## config.mk

```make
export PLATFORM = sky130hd
export DESIGN_NAME = booth_ctrl_flat
export DESIGN_NICKNAME = d
export VERILOG_FILES = /design/src/rtl/booth_ctrl_if.sv /design/src/rtl/booth_ctrl.sv /design/src/flat_wrapper.sv
export SDC_FILE = /design/constraint.sdc
export NUM_CORES = 1
export LEC_CHECK = 0
export ABC_AREA = 0
export CAP_MARGIN = 20
export CORE_AREA = 2 2 39 41
export CTS_BUF_LIST = sky130_fd_sc_hd__clkbuf_2 sky130_fd_sc_hd__clkbuf_4 sky130_fd_sc_hd__clkbuf_8
export CTS_CLUSTER_DIAMETER = 200
export DETAILED_ROUTE_END_ITERATION = 8
export DIE_AREA = 0 0 41 43
export SLEW_MARGIN = 0
export SYNTH_ARGS = -nofsm -noshare
export SYNTH_HDL_FRONTEND = slang
export SYNTH_SLANG_ARGS = --single-unit
```

## constraint.sdc

```tcl
create_clock -name clk -period 1.94 [get_ports clk]
set_input_delay 0.291 -clock clk [delete_from_list [all_inputs] [get_ports clk]]
set_output_delay 0.291 -clock clk [all_outputs]
set_load 0.05 [all_outputs]
```

## src/rtl/booth_ctrl_if.sv

```systemverilog
// Start/acknowledge handshake between a requester and the Booth multiplier
// controller.
interface booth_ctrl_if;
  logic start;
  logic res_ack;
  logic busy;
  logic done;

  modport master (
    output start,
    output res_ack,
    input  busy,
    input  done
  );

  modport slave (
    input  start,
    input  res_ack,
    output busy,
    output done
  );
endinterface

```

## src/rtl/booth_ctrl.sv

```systemverilog
// Control FSM for a 32x32 radix-2 Booth multiplier datapath.
// Optional BOOTH_ABORT_EN adds an abort port that cancels LOAD/ITER.
module booth_ctrl (
  input  logic       clk,
  input  logic       rst_n,
  booth_ctrl_if.slave bus,
`ifdef BOOTH_ABORT_EN
  input  logic       abort,
`endif
  input  logic [1:0] pOut,
  input  logic       cntOut,
  output logic       pSel,
  output logic       addSel,
  output logic       addResSel,
  output logic       enP,
  output logic       enA,
  output logic       enS,
  output logic       enC,
  output logic       count
);

  typedef enum logic [1:0] {
    IDLE = 2'd0,
    LOAD = 2'd1,
    ITER = 2'd2,
    DONE = 2'd3
  } state_t;

  state_t state_q;
  state_t state_d;
  logic   abort_w;

`ifdef BOOTH_ABORT_EN
  assign abort_w = abort;
`else
  assign abort_w = 1'b0;
`endif

  always_ff @(posedge clk or negedge rst_n) begin
    if (!rst_n) begin
      state_q <= IDLE;
    end else begin
      state_q <= state_d;
    end
  end

  always_comb begin
    state_d   = state_q;
    bus.busy  = 1'b0;
    bus.done  = 1'b0;
    pSel      = 1'b0;
    addSel    = 1'b0;
    addResSel = 1'b0;
    enP       = 1'b0;
    enA       = 1'b0;
    enS       = 1'b0;
    enC       = 1'b0;
    count     = 1'b0;
    case (state_q)
      IDLE: begin
        if (bus.start) state_d = LOAD;
      end
      LOAD: begin
        bus.busy = 1'b1;
        if (abort_w) begin
          state_d = IDLE;
        end else begin
          enP     = 1'b1;
          enA     = 1'b1;
          enS     = 1'b1;
          enC     = 1'b1;
          state_d = ITER;
        end
      end
      ITER: begin
        bus.busy = 1'b1;
        if (abort_w) begin
          state_d = IDLE;
        end else if (cntOut) begin
          pSel  = 1'b1;
          enP   = 1'b1;
          count = 1'b1;
          // Booth recoding of the current multiplier bit pair
          unique case (1'b1)
            (pOut == 2'b01): begin
              addSel    = 1'b1;
              addResSel = 1'b0;
            end
            (pOut == 2'b10): begin
              addSel    = 1'b0;
              addResSel = 1'b0;
            end
            default: begin
              addSel    = 1'b0;
              addResSel = 1'b1;
            end
          endcase
        end else begin
          state_d = DONE;
        end
      end
      DONE: begin
        bus.done = 1'b1;
        if (bus.res_ack) state_d = IDLE;
      end
      default: begin
        state_d = IDLE;
      end
    endcase
  end

endmodule

```

## src/flat_wrapper.sv

```systemverilog
// flat-port wrapper written by rule: the top's interface ports become plain ports
module booth_ctrl_flat 
  (clk, rst_n, pOut, cntOut, pSel, addSel, addResSel, enP, enA, enS, enC, count, bus_start, bus_res_ack, bus_busy, bus_done);
  booth_ctrl_if bus_i ();
  input  logic clk;
  input  logic rst_n;
  input  logic [1:0] pOut;
  input  logic cntOut;
  output logic pSel;
  output logic addSel;
  output logic addResSel;
  output logic enP;
  output logic enA;
  output logic enS;
  output logic enC;
  output logic count;
  input wire logic [$bits(bus_i.start)-1:0] bus_start;
  input wire logic [$bits(bus_i.res_ack)-1:0] bus_res_ack;
  output wire logic [$bits(bus_i.busy)-1:0] bus_busy;
  output wire logic [$bits(bus_i.done)-1:0] bus_done;
  assign bus_i.start = bus_start;
  assign bus_i.res_ack = bus_res_ack;
  assign bus_busy = bus_i.busy;
  assign bus_done = bus_i.done;
  booth_ctrl u_core (.clk(clk), .rst_n(rst_n), .bus(bus_i), .pOut(pOut), .cntOut(cntOut), .pSel(pSel), .addSel(addSel), .addResSel(addResSel), .enP(enP), .enA(enA), .enS(enS), .enC(enC), .count(count));
endmodule
```

### Word-level counts from Yosys, hierarchy flattened

Cells that the tools add are included.

* flip-flop bits (word level): 2
* latch bits: 0
* memory bits (writable): 0
* memory bits (read-only): 0
* bits of input ports: 7
* logic and storage cells: 29
* memories: 0

* $add $sub $neg: 0
* $mul: 0
* div/mod/pow operators: 0
* order comparisons: 0
* equality and inequality tests: 8
* shift-type cells: 0
* multiplexer cells: 16
* bitwise logic cells: 0
* reductions and logical operators: 4

Operators with widths (number)
* $mux 1: 11
* $pmux 2 s4: 1
* $eq 2x2->1 const B: 3
* $mux 2: 3
* $ne 2x2->1 const B: 3
* $eq 2x1->1 const B: 2
* $reduce_or 2->1: 2
* $reduce_and 3->1: 1
* $logic_not 2->1: 1
* $pmux 1 s2: 1

### Depth between registers and ports, before layout

Gate-level depths: netlist of run 1.

* word-level depth: 5
* mapped depth: 5

### Least setup slack after synthesis of run 1

Ideal clock, no wire load.

* path type: register to output
* start point: register u_core.state_q[0]
* end point: output enP
* arrival: 1.518 ns
* data required time: 1.649 ns
* setup slack: 0.131 ns
* cell stages (with the launch flop): 4
* buffers on the path: 0
* cells stage by stage: dfrtp_1 -> inv_1 -> ha_1 -> o21a_1

* longest elaborated chain between the ends: 2

Ends and longest elaborated chain
* from (decl): RTL line booth_ctrl.sv:29 `state_t state_q;`
* from (signal assigned): RTL line booth_ctrl.sv:43 `state_q <= state_d;`
* $eq 2x2->1 / $eq 2x1->1 (equally long branches): RTL line booth_ctrl.sv:59 `case (state_q)`
* $pmux 1 s2 (*): RTL line booth_ctrl.sv:59
* to (decl): RTL line flat_wrapper.sv:12 `output logic enP;`

Every way passes the cells marked *; elsewhere a longest branch is shown, timed or not.

### Worst setup path after layout of run 1

* start point: register u_core.state_q[1]
* end point: output enP

The elaborated chain is that of the path after synthesis.

==> metrics, run 1 <==
Syn Area/Cell=9.41 µm²; Final Cycle Share=0.885; CP max stage delay=0.41 ns; max_cap viols=0; Area after DPL=approximately 450 µm²; RSZ-0062 raised after global routing=false; CTS buffer count=3; Final setup violation count=0; Rel. slew slack=0.889; DR iter-0 viols=4; kind of start point of the critical path=register; maximum fanout along the worst path=5; max frequency=between 0.5 and 0.6 GHz; RePlAce Congestion=0.713; post-detailed-route wirelength per cell=about 9 µm; Seq cells post-synth=2; Fillers=between 100 and 150; GRT Util Overall=0.0832; Biggest register=u_core.state_q; clk slew on worst S/H paths=roughly 0.03 ns; Post-Syn Area=roughly 240 µm²; top cells by count, synth=ha_1, inv_1, buf_4; Primary FF master, synth=dfrtp_1; setup TNS=0 ns; synth top area cells=ha_1, dfrtp_1, buf_4; DPL Wire Length=442 µm; biggest regs=u_core.state_q x2; final WL=around 520 µm; crit path DAT=~1.4 ns; min Tclk post-route=about 1.7 ns; pin count of the biggest net entering global routing=6; share of the synthesized area in the top cell type=0.319; reg2reg end=u_core.state_q[1]; Initial Utilization=0.170; crit path kind=register to output pin; first-pass GRT wire length=~900 µm; FF-to-FF path depth=5; Clock Path Buffers=2; H-tree levels=1; Worst-Skew Late Latency=0.23 ns; core area=1380 µm²; max FFs per register=2; Post-route DRC=0; mean number of vias per cell=4.03; CP max-delay cell=dfrtp_1; grt ovf=0; count of final max-slew check failures=0; vias in the first global route=237; Setup Buffers After CTS=0; Die Span Y=43 µm; FF-to-FF Start=u_core.state_q[0]; Hold Path Class=input pin to async pin; register area=around 50 µm²; multi-input logic area=140 µm²; most area-hungry cell type in the Yosys netlist=ha_1; worst-margin pin slew=roughly 0.17 ns; fin nets=57; via count=approximately 230; post-cts resize count=0; number of synthesized flops with an enable pin=0; Final Cell Area=approximately 470 µm²; crit path cell chain=inv_1 > ha_1 > o21a_1 > buf_12; Diodes inserted=0; CTS tree=built; Worst Setup End Kind=output pin; R2R setup slack=~0.49 ns; Ports=17; Post-Route Utilization=0.342; die width=between 40 and 50 µm; post-synthesis sequential area ratio=0.213; 1st-pass router iterations=2; skew final=around 0.006 ns; Synth Net Count=38; Die ar.=1760 µm²; CTS Sinks=2; outcome=finished clean; YS warnings=0; Routed Antenna Nets=0; FP Rows=14; CTS Hold Bufs=0; share of cells above drive strength 1=0.357; Crit path required time=roughly 1.7 ns; root buf cell=clkbuf_4; number of port buffers=16; initial antenna violation count=0; Area Overhead vs Synth=101%; Synth Instances=25; endpoints failing hold=0; asr flop ratio synth=1.00; number of library cell types mapped by synthesis=11
-- cells in the final DEF (no fill, tap or decap) --
cell             n
o21a_1           1
o21ai_0          1
dfrtp_1          2
mux2_4           1
clkdlybuf4s50_1  6
clkbuf_4         3
and3_1           2
o32a_1           1
o221a_1          1
inv_1            6
buf_12           6
ha_1             6
buf_4            5
nand2_1          1
-- worst max-delay path by stage --
| stage | end | slack [ns] | start | cells after the start |
|---|---|---|---|---|
| after floorplan | enP | 0.13 | u_core.state_q[0] | 3 |
| after global placement | addResSel | 0.29 | pOut[1] | 5 |
| after detailed placement | addResSel | 0.27 | pOut[1] | 5 |
| after CTS | enP | 0.19 | u_core.state_q[1] | 4 |
| after global routing | enP | 0.12 | u_core.state_q[1] | 4 |
| final | enP | 0.22 | u_core.state_q[1] | 4 |
-- per-layer routing --
| layer | GRT usage | vias up | part of all wire |
|---|---|---|---|
| met5 | 0 | - | 0 |
| met4 | 0.100 | 0 | 0 |
| met3 | 0.0419 | 0 | 0.080 |
| met2 | 0.106 | 10 | 0.54 |
| met1 | 0.0831 | 109 | 0.38 |
| li1 | - | 115 | - |
-- per-stage QoR --
stage / worst slack (ns) / hold slack [ns] / std cells
finish: 0.223 / 0.226 / 58
global route: 0.121 / 0.225 / 58
CTS: 0.193 / 0.217 / 58
detailed placement: 0.275 / 0.465 / 55
global placement: 0.292 / 0.466 / 55
floorplan: 0.131 / -0.00459 / 25
-- layout make-up --
type                            count  area share
Timing Repair Buffer               17       0.460
Sequential cell                     2       0.106
Tap cell                           16      0.0423
Multi-Input combinational cell     14       0.296
Clock buffer                        3      0.0476
Inverter                            6      0.0476
-- cells by family after synthesis --
group,after synthesis,synth area share
muxes,1,0.0638
AOI/OAI and AO/OA,4,0.144
adders and majority gates,6,0.319
and+or+nand+nor,3,0.0691
DFF,2,0.213
buffers and inverters,9,0.191
-- worst max-delay path, delay by kind of cell, from the launching register on --
kind,cells,cell delay [ns]
DFF,1,0.41
adders and majority gates,1,0.37
buffers and inverters,2,0.23
AOI/OAI and AO/OA,1,0.19
Power of run 1 is left out: the tool's default activity adds up to more than one toggle a clock period on the data nets, which glitch-free logic cannot reach.
==> inputs of run 2 (changes only) <==
--- a/config.mk
+++ b/config.mk
@@ -14,2 +14,3 @@
 export DIE_AREA = 0 0 41 43
+export DONT_BUFFER_PORTS = 1
 export SLEW_MARGIN = 0
--- a/constraint.sdc
+++ b/constraint.sdc
@@ -3,2 +3,2 @@
 set_output_delay 0.291 -clock clk [all_outputs]
-set_load 0.05 [all_outputs]
+set_load 0.005 [all_outputs]
==> metrics, run 2 (synthesized netlist as in run 1, its figures left out) <==
Ports=17; core area=1380 µm²; setup TNS=0 ns; number of port buffers=0; maximum fanout along the worst path=4; initial antenna violation count=0; max frequency=roughly 0.64 GHz; pin count of the biggest net entering global routing=6; min Tclk post-route=approximately 1.6 ns; RePlAce Congestion=approximately 0.65; CTS tree=built; Area after DPL=233 µm²; count of final max-slew check failures=0; fin nets=41; Worst-Skew Late Latency=between 0.2 and 0.25 ns; share of cells above drive strength 1=0.154; CTS buffer count=3; pwr dens=1690 nW/µm²; Die ar.=1760 µm²; CTS Sinks=2; Final setup violation count=0; LEAKAGE=around 0.15 nW; Worst IR Drop VDD=between 0.2 and 0.3 mV; worst-margin pin slew=0.202 ns; final WL=475 µm; Crit path required time=approximately 1.7 ns; via count=between 150 and 200; Worst Setup End Kind=output pin; post-cts resize count=0; root buf cell=clkbuf_4; crit path DAT=approximately 1.3 ns; die width=~41 µm; Fillers=approximately 160; FP Rows=14; endpoints failing hold=0; max_cap viols=0; Post-route DRC=0; DPL Wire Length=between 300 and 400 µm; GRT Util Overall=0.0712; biggest regs=u_core.state_q x2; Initial Utilization=0.170; post-detailed-route wirelength per cell=11.3 µm; outcome=finished clean; first-pass GRT wire length=between 700 and 800 µm; crit path kind=register to output pin; RSZ-0062 raised after global routing=false; clk slew on worst S/H paths=0.03 ns; Die Span Y=between 40 and 50 µm; Routed Antenna Nets=0; kind of start point of the critical path=register; H-tree levels=1; Final Cycle Share=0.803; grt ovf=0; Area Overhead vs Synth=12.8%; 1st-pass router iterations=4; Setup Buffers After CTS=0; Rel. slew slack=0.865; multi-input logic area=~140 µm²; DR iter-0 viols=4; Biggest register=u_core.state_q; vias in the first global route=180; register area=about 50 µm²; skew final=0.00533 ns; commonest non-fill, non-tap cells in the layout=inv_1, ha_1, clkbuf_4; Final Cell Area=approximately 270 µm²; Hold Path Class=input pin to async pin; max FFs per register=2; mean number of vias per cell=between 4 and 5; Clock Path Buffers=2; Diodes inserted=0; Post-Route Utilization=0.192
-- run 2: cell count changes in the layout (fill, tap and decap cells not counted), sizes merged --
cell / delta
buf: -11
clkdlybuf4s50: -6
dlygate4sd3: +1
-- run 2: power breakdown --
group,internal [mW],switching (mW)
registers,0.0663,0.0279
logic,0.127,0.134
clock network,0.0683,0.0242
-- run 2: per-stage QoR --
step / total power, mW / hold WS, ns / setup slack (ns) / instances
after detailed placement: 0.360 / -0.00451 / 0.484 / 38
after CTS: 0.464 / 0.294 / 0.357 / 42
after global routing: 0.504 / 0.294 / 0.269 / 42
after global placement: 0.357 / -0.00452 / 0.497 / 38
after floorplan: 0.341 / -0.00459 / 0.579 / 25
final: 0.448 / 0.300 / 0.382 / 42
-- run 2: final timing paths --
kind	start	to	slack (ns)	cells after the start
min in group clk	bus_res_ack	u_core.state_q[0]	0.38	2
max	u_core.state_q[0]	enP	0.38	5
max reg2reg	u_core.state_q[0]	u_core.state_q[1]	0.48	5
min	rst_n	u_core.state_q[1]	0.30	1
min reg2reg	u_core.state_q[0]	u_core.state_q[0]	0.58	1
max in group asynchronous	rst_n	u_core.state_q[0]	1.51	1
-- run 2: timing repair --
action                                  in CTS  in global routing
hold buffers                                 1                  0
endpoints found under the setup margin       0                  0
hold endpoints to repair                     2                  0
-- run 2: worst max-delay path, stage by stage (launching register included) --
cell	delay, ns
dfrtp_1	0.39
inv_1	0.10
ha_1	0.20
nand2_1	0.08
inv_1	0.09
o21a_1	0.19
-- run 2: layout make-up --
cell class,count,share of cell area
multi-input cells,14,0.528
inverters,6,0.0849
well taps,16,0.0755
flip-flops and latches,2,0.189
clock buffers,3,0.0849
repair buffers,1,0.0377
-- run 2: layer usage --
layer	vias to the layer above	GRT usage	share of wire
met2	9	0.0875	0.48
met4	0	0.0600	0
li1	83	-	-
met5	-	0	0
met1	79	0.0641	0.41
met3	0	0.0733	0.11
Power figures use the tool's default switching activity.
==> inputs of run 3 (changes only) <==
Clock period 1.94 ns to 1.5 ns, I/O delays scaled along.
==> metrics, run 3 (synthesized netlist as in run 1, its figures left out) <==
outcome=finished clean; Tot Pwr=roughly 650 µW; 1st-pass router iterations=2; CTS buffer count=3; Crit path required time=between 1.5 and 2 ns; sw frac=0.416; Area Overhead vs Synth=20.7%; CTS Sinks=2; RSZ-0062 raised after global routing=false; Clk pwr share=0.196; initial antenna violation count=0; CP max stage delay=0.44 ns; count of final max-slew check failures=0; Rel. slew slack=0.907; Critical path buffers and inverters=2; worst-margin pin slew=between 0.1 and 0.15 ns; Routed Antenna Nets=0; first-pass GRT wire length=around 800 µm; commonest non-fill, non-tap cells in the layout=inv_1, ha_2, ha_1, clkbuf_4; number of port buffers=0; worst setup path startpoint=u_core.state_q[1]; max_cap viols=0; family with the most delay on the worst path=flip-flops; Worst Setup End Kind=register; kind of start point of the critical path=register; Die ar.=around 1800 µm²; fin nets=42; setup TNS=0 ns; Final setup violation count=0; pin count of the biggest net entering global routing=6; FF-to-FF Start=u_core.state_q[1]; die width=about 41 µm; FP Rows=14; Ports=17; DPL Wire Length=roughly 380 µm; Final Cycle Share=0.954; H-tree levels=1; skew final=0.00494 ns; via count=180; RePlAce Congestion=0.660; sw power=around 270 µW; min Tclk post-route=~1.4 ns; crit path cell chain=inv_2 > ha_2 > inv_1 > o221a_1 > mux2_4; post-detailed-route wirelength per cell=around 13 µm; CP max-delay cell=dfrtp_2; Die Span Y=approximately 43 µm; GRT Util Overall=0.0772; LEAKAGE=0.145 nW; max frequency=about 0.7 GHz; Initial Utilization=0.170; Comb power frac=0.615; final WL=~540 µm; DR iter-0 viols=3; Worst-Skew Late Latency=0.23 ns; grt ovf=0; crit path DAT=between 1.5 and 2 ns; pwr dens=2270 nW/µm²; Hold Path Class=input pin to async pin; non-filler cells, final=43; internal power=roughly 380 µW; endpoints failing hold=0; biggest regs=u_core.state_q x2; maximum fanout along the worst path=5; root buf cell=clkbuf_4; sequential share of power=0.189; share of cells above drive strength 1=0.444; core area=1380 µm²; mean number of vias per cell=around 4.2; clk slew on worst S/H paths=around 0.030 ns; Worst IR Drop VDD=around 0.38 mV; Diodes inserted=0; CTS tree=built; vias in the first global route=roughly 200; max FFs per register=2; most common cell after layout, fill and taps aside=inv_1; crit path kind=register to register; Post-route DRC=0; Biggest register=u_core.state_q; Clock Path Buffers=2; placed cell count=38
==> run 3: final timing paths <==
path                                          end  slack (ns)  cells past startpoint
min in group clk                u_core.state_q[0]        0.30                      3
worst min register to register  u_core.state_q[1]        0.60                      1
max in group asynchronous       u_core.state_q[1]        1.14                      1
worst max register to register  u_core.state_q[1]        0.07                      5
worst min-delay path            u_core.state_q[1]        0.23                      1
worst max-delay path            u_core.state_q[1]        0.07                      5
==> run 3: area by class of cell <==
type	count	area, µm²
Fill cell	151	1100
Tap cell	16	20.0
Inverter	6	22.5
Sequential cell	2	51.3
Timing Repair Buffer	2	17.5
Clock buffer	3	22.5
Multi-Input combinational cell	14	150
==> run 3: per-layer routing <==
metal,track usage,share of wire,vias up
met5,0,0,-
met4,0.120,0.032,0
met3,0.0262,0.082,2
met2,0.106,0.53,13
met1,0.0639,0.35,82
li1,-,-,83
==> run 3: what timing repair did <==
item                                    CTS  global route
hold buffers                              1             0
pin swaps                                 0             1
endpoints found under the setup margin    1             2
gates resized for setup                   0             7
buffers inserted                          1             0
endpoints found under the hold margin     2             0
==> run 3: through the flow <==
stage | util | area (µm²) | hold WS [ns] | worst slack [ns]
after global placement | 0.168 | 233 | -0.0705 | 0.0531
after floorplan | - | 235 | -0.0706 | 0.139
after global routing | 0.205 | 284 | 0.231 | 0.00542
after detailed placement | 0.168 | 233 | -0.0705 | 0.0607
final | 0.205 | 284 | 0.225 | 0.0688
after CTS | 0.197 | 273 | 0.226 | 0.0201
==> run 3: power groups by stage <==
stage	Clock, mW	Sequential [mW]	Combinational (mW)
after global placement	0	0.123	0.341
after global routing	0.135	0.130	0.449
after CTS	0.130	0.115	0.378
after floorplan	0	0.113	0.328
after detailed placement	0	0.123	0.339
final	0.127	0.122	0.397
